--- src/rtl/double_buffer_egress_if.sv ---
// Egress handshake bundle: pipeline side (data/valid/stall) and
// consumer side (data/valid/accept) plus registered occupancy.
interface double_buffer_egress_if #(
    parameter int W = 32,
    parameter int D = 4
);
    localparam int CW = $clog2(D + 1);

    logic [W-1:0]  in_r;
    logic          in_vld_r;
    logic          stall_r;
    logic [W-1:0]  out_w;
    logic          out_vld;
    logic          out_accept;
    logic [CW-1:0] occupancy;

    modport master (
        output in_r,
        output in_vld_r,
        output out_accept,
        input  stall_r,
        input  out_w,
        input  out_vld,
        input  occupancy
    );

    modport slave (
        input  in_r,
        input  in_vld_r,
        input  out_accept,
        output stall_r,
        output out_w,
        output out_vld,
        output occupancy
    );
endinterface

--- src/rtl/double_buffer_egress.sv ---
// D-entry FIFO egress behind the stall pipeline with a registered stall.
// Optional counters enabled by DOUBLE_BUFFER_EGRESS_STATS_EN.
module double_buffer_egress #(
    parameter int W = 32,
    parameter int D = 4
) (
    input  logic                       clk,
    input  logic                       rst,
    double_buffer_egress_if.slave      bus
`ifdef DOUBLE_BUFFER_EGRESS_STATS_EN
    ,
    output logic [31:0]                stall_cycles_r,
    output logic [$clog2(D+1)-1:0]     hwm_r
`endif
);
    localparam int CW = $clog2(D + 1);
    localparam int PW = (D > 1) ? $clog2(D) : 1;

    logic [W-1:0]  mem_q [D];
    logic [PW-1:0] wr_ptr_q, wr_ptr_d;
    logic [PW-1:0] rd_ptr_q, rd_ptr_d;
    logic [CW-1:0] count_q, count_d;
    logic          stall_q, stall_d;
    logic          push, pop;

    function automatic logic [PW-1:0] ptr_inc(input logic [PW-1:0] p);
        return (p == PW'(D - 1)) ? '0 : p + 1'b1;
    endfunction

    assign push = bus.in_vld_r & ~stall_q;
    assign pop  = (count_q != '0) & bus.out_accept;

    always_comb begin
        wr_ptr_d = push ? ptr_inc(wr_ptr_q) : wr_ptr_q;
        rd_ptr_d = pop  ? ptr_inc(rd_ptr_q) : rd_ptr_q;
        count_d  = count_q + CW'(push) - CW'(pop);
        // Registered full flag: never combinational from out_accept
        stall_d  = (count_d == CW'(D));
    end

    always_ff @(posedge clk) begin
        if (rst) begin
            wr_ptr_q <= '0;
            rd_ptr_q <= '0;
            count_q  <= '0;
            stall_q  <= 1'b0;
        end else begin
            wr_ptr_q <= wr_ptr_d;
            rd_ptr_q <= rd_ptr_d;
            count_q  <= count_d;
            stall_q  <= stall_d;
        end
    end

    always_ff @(posedge clk) begin
        if (push) begin
            mem_q[wr_ptr_q] <= bus.in_r;
        end
    end

    assign bus.out_w     = mem_q[rd_ptr_q];
    assign bus.out_vld   = (count_q != '0);
    assign bus.stall_r   = stall_q;
    assign bus.occupancy = count_q;

`ifdef DOUBLE_BUFFER_EGRESS_STATS_EN
    logic [31:0]   stall_cyc_q, stall_cyc_d;
    logic [CW-1:0] hwm_q, hwm_d;

    always_comb begin
        stall_cyc_d = stall_cyc_q;
        if (bus.in_vld_r && stall_q && (stall_cyc_q != '1)) begin
            stall_cyc_d = stall_cyc_q + 32'd1;
        end
        hwm_d = (count_d > hwm_q) ? count_d : hwm_q;
    end

    always_ff @(posedge clk) begin
        if (rst) begin
            stall_cyc_q <= '0;
            hwm_q       <= '0;
        end else begin
            stall_cyc_q <= stall_cyc_d;
            hwm_q       <= hwm_d;
        end
    end

    assign stall_cycles_r = stall_cyc_q;
    assign hwm_r          = hwm_q;
`endif
endmodule

--- src/flat_wrapper.sv ---
// flat-port wrapper written by rule: the top's interface ports become plain ports
module double_buffer_egress_flat 
#(
    parameter int W = 32,
    parameter int D = 4
)
  (clk, rst, bus_in_r, bus_in_vld_r, bus_out_accept, bus_stall_r, bus_out_w, bus_out_vld, bus_occupancy);
  double_buffer_egress_if #(.W(W), .D(D)) bus_i ();
  input  logic clk;
  input  logic rst;
  input wire logic [$bits(bus_i.in_r)-1:0] bus_in_r;
  input wire logic [$bits(bus_i.in_vld_r)-1:0] bus_in_vld_r;
  input wire logic [$bits(bus_i.out_accept)-1:0] bus_out_accept;
  output wire logic [$bits(bus_i.stall_r)-1:0] bus_stall_r;
  output wire logic [$bits(bus_i.out_w)-1:0] bus_out_w;
  output wire logic [$bits(bus_i.out_vld)-1:0] bus_out_vld;
  output wire logic [$bits(bus_i.occupancy)-1:0] bus_occupancy;
  assign bus_i.in_r = bus_in_r;
  assign bus_i.in_vld_r = bus_in_vld_r;
  assign bus_i.out_accept = bus_out_accept;
  assign bus_stall_r = bus_i.stall_r;
  assign bus_out_w = bus_i.out_w;
  assign bus_out_vld = bus_i.out_vld;
  assign bus_occupancy = bus_i.occupancy;
  double_buffer_egress #(.W(W), .D(D)) u_core (.clk(clk), .rst(rst), .bus(bus_i));
endmodule
--- config.mk ---
export PLATFORM = sky130hd
export DESIGN_NAME = double_buffer_egress_flat
export DESIGN_NICKNAME = d
export VERILOG_FILES = /design/src/rtl/double_buffer_egress_if.sv /design/src/rtl/double_buffer_egress.sv /design/src/flat_wrapper.sv
export SDC_FILE = /design/constraint.sdc
export NUM_CORES = 1
export LEC_CHECK = 0
export CORE_UTILIZATION = 54
export DETAILED_ROUTE_END_ITERATION = 10
export PLACE_DENSITY = 0.77
export SYNTH_ARGS = -nofsm -noshare
export SYNTH_HDL_FRONTEND = slang
export SYNTH_SLANG_ARGS = --single-unit
--- constraint.sdc ---
create_clock -name clk -period 3 [get_ports clk]
set_clock_uncertainty 0.2 [all_clocks]
set_input_delay 0.6 -clock clk [delete_from_list [all_inputs] [get_ports clk]]
set_output_delay 0.6 -clock clk [all_outputs]
set_load 0.02 [all_outputs]
==> impl_metrics.tcl <==
set metrics [dict create \
    slowest_stage "clkdlybuf4s50_1" \
    fmax_mhz 343 \
    yosysWarnings 0 \
    fillers 553 \
    grt_max_degree 33 \
    clk_path_buf_depth 2 \
    worst_hold_path_type "reg2reg" \
    dp_slack_ns 0.268 \
    antenna_cells 0 \
    rr_worst_depth 7 \
    post_drt_wl_per_cell_um 18.6 \
    finalHoldViolCount 0 \
    cts-buffers-inserted 17 \
    grt-ovfl-total 0 \
    insertion_delay_ns 0.50 \
    post-route-min-period_ns 2.92 \
    start_kind "flop" \
    ios 73 \
    die_area_mm2 0.00997 \
    wl_mm 8.44 \
    cp_max_fo 19 \
    std_cell_rows 35 \
    io_buffers 72 \
    fin_ws_ns 0.0849 \
    crit_path_end_kind "primary output" \
    via_per_inst 5.19 \
    ys_ff_latch 138 \
    finalSetupViolCount 0 \
    drv_cap 0 \
    min_to "u_core.rd_ptr_q[0]" \
    worst_hold_slack_ns 0.341 \
    leakage_nw 2.35 \
    core-area_mm2 0.00924 \
    cpPeakStageDelay_ns 0.55 \
    drive_gt1_share_pct 24.0 \
    cts.htree.levels 4 \
    syn-num-nets 263 \
    rsz0062_at_grt "false" \
    cpLargestDelayFamily "buffers and inverters" \
    cp_num_buf_inv 2 \
    clock-sinks 138 \
    drc 0 \
    grtUsageTotal_pct 19.3 \
    worstPathArrival_ns 2.12 \
    status "finished, final reports clean" \
    required_ns 2.20 \
    cts-root-buf "clkbuf_8" \
    dr.pass1.iters 4 \
    synth_area_per_cell_um2 23.6 \
    cts_setup_buffers 0 \
    netlist_instances 219 \
    r2r-start "u_core.bus.occupancy[1]" \
    ys_types 21 \
    r2r_slack_ns 0.67 \
    antenna_found_initial 0 \
    maxSlewViolCount 0 \
    ir_drop_mv 0.455 \
    yosysSeqAreaShare_pct 78.2 \
    r2r_end "u_core.bus.stall_r" \
    layout.nets 356 \
    die_y_um 99.8 \
    dr_total_vias 2354 \
    die-width_um 99.8 \
    period_share_pct 97.2 \
    hold_start "u_core.rd_ptr_q[0]" \
    ant_nets 0 \
    tns_ns 0 \
    power-per-cell-area_mw_per_mm2 880 \
    cp_cell_sequence "buf_12 > mux4_2 > clkdlybuf4s50_1" \
    postCtsHoldBufs 0 \
    start_util_pct 55.9 \
    clkTransAtPathRegs_ns 0.06 \
    gp_congestion 0.691 \
    drt_iter0_drc 107 \
    tightest_slew_ns 0.347 \
    grt_pass1_wl_mm 13.4 \
    whs_path_depth 2 \
    dpl.hpwl_mm 5.07 \
    grt_pass1_vias 2548 \
    slew_headroom_pct 76.8 \
    path_class "reg2out" \
    cts_tree "yes" \
    syn_area_mm2 0.00517 \
    syn2layout_area_growth_pct 29.1 \
]
[metrics by stage]
step	instance area [um^2]	util [%]	std cells	total power [W]
after floorplan	5170	-	219	0.00344
after global placement	6080	65.8	422	0.00401
after detailed placement	6080	65.8	422	0.00405
after CTS	6640	71.8	454	0.00596
after global routing	6680	72.2	454	0.00613
final	6680	72.2	454	0.00587
[logic make-up (layout without fill, tap and decap cells)]
logic type                 after synthesis  in the layout  share of synthesized area (%)
adders and majority gates                8              8                           2.08
DFF                                    138            138                           78.2
buffers and inverters                   16            122                           2.35
AOI/OAI and AO/OA                        3              3                          0.605
xor gates and xnor gates                 2              2                          0.339
and+or+nand+nor                         17             17                           1.72
muxes                                   35             35                           14.7
[sequential cells by signal (all words and copies together), names as in the netlist, named ones only]
signal	flops
u_core.mem_q	128
u_core.bus.occupancy	3
u_core.rd_ptr_q	2
u_core.wr_ptr_q	2
u_core.bus.stall_r	1
[synth_stat cells (all sizes together)]
| library cell | number | share of area [%] |
|---|---|---|
| mux4 | 32 | 14 |
| ha | 7 | 1.7 |
| nand2 | 1 | 0.073 |
| xnor2 | 2 | 0.34 |
| or3 | 2 | 0.24 |
| mux2i | 3 | 0.58 |
| dfxtp | 10 | 3.9 |
| nor2 | 6 | 0.44 |
| inv | 7 | 0.51 |
| clkbuf | 1 | 0.073 |
| nor2b | 3 | 0.36 |
| and2 | 4 | 0.48 |
| edfxtp | 128 | 74 |
| o31ai | 1 | 0.41 |
| a21oi | 2 | 0.19 |
| fa | 1 | 0.39 |
| nor4 | 1 | 0.12 |
| buf | 8 | 1.8 |
[cell type report]
cell class | count | area, um^2 | share of cell area [%]
clock inverters | 14 | 149 | 2.23
well taps | 129 | 161 | 2.42
multi-input cells | 65 | 1010 | 15.1
flip-flops and latches | 138 | 4050 | 60.6
inverters | 7 | 26.3 | 0.394
clock buffers | 18 | 418 | 6.26
repair buffers | 83 | 866 | 13.0
[layout by cell type, fill, tap and decap left out, drive strengths merged]
master and instances:
bufinv 2, dlygate4sd2 13, nand2 1, or3 2, inv 8, clkbuf 18
clkinv 5, ha 7, nor2b 3, dlymetal6s2s 15, o31ai 1, fa 1
and2 4, xnor2 2, mux4 32, nor2 6, a21oi 2, nor4 1
buf 11, dfxtp 10, clkdlybuf4s50 44, clkinvlp 6, edfxtp 128, mux2i 3
[timing repair]
action / 4_1_cts / 5_1_grt
pin swaps: 0 / 0
gates resized for setup: 14 / 15
setup endpoints to repair: 15 / 15
[worst reg2reg max path: stages (launching register included)]
cell and delay [ns]:
dfxtp_1 0.38, o31ai_4 0.32, inv_1 0.08, ha_1 0.28, inv_1 0.04, ha_1 0.20
fa_1 0.45, nor4_1 0.29
[power by group]
part | internal [W] | leakage [nW] | switching [W]
clock | 0.00118 | 0.257 | 0.000763
sequential | 0.00239 | 1.26 | 0.0000958
combinational | 0.000710 | 0.836 | 0.000734
total | 0.00428 | 2.35 | 0.00159
[routing by layer]
layer / vias up / global-route usage (%) / routed length, um
met1: 1188 / 23.1 / 3390
li1: 1086 / - / -
met5: - / 0 / 0
met4: 0 / 8.14 / 71
met2: 74 / 32.5 / 4560
met3: 6 / 6.13 / 420
[how the worst max path moves through the flow]
| stage | start | end | slack, ns | cells past startpoint |
|---|---|---|---|---|
| 2_1_floorplan | bus_in_vld_r | u_core.mem_q[0][0] | 0.73 | 3 |
| 3_3_place_gp | bus_out_accept | u_core.bus.stall_r | 0.29 | 8 |
| 3_5_place_dp | bus_out_accept | u_core.bus.stall_r | 0.27 | 8 |
| 4_1_cts | flop | bus_out_w[3] | 0.0006 | 3 |
| 5_1_grt | flop | bus_out_w[4] | 0.0002 | 3 |
| 6_report | flop | bus_out_w[6] | 0.08 | 3 |
Power figures use the tool's default switching activity.
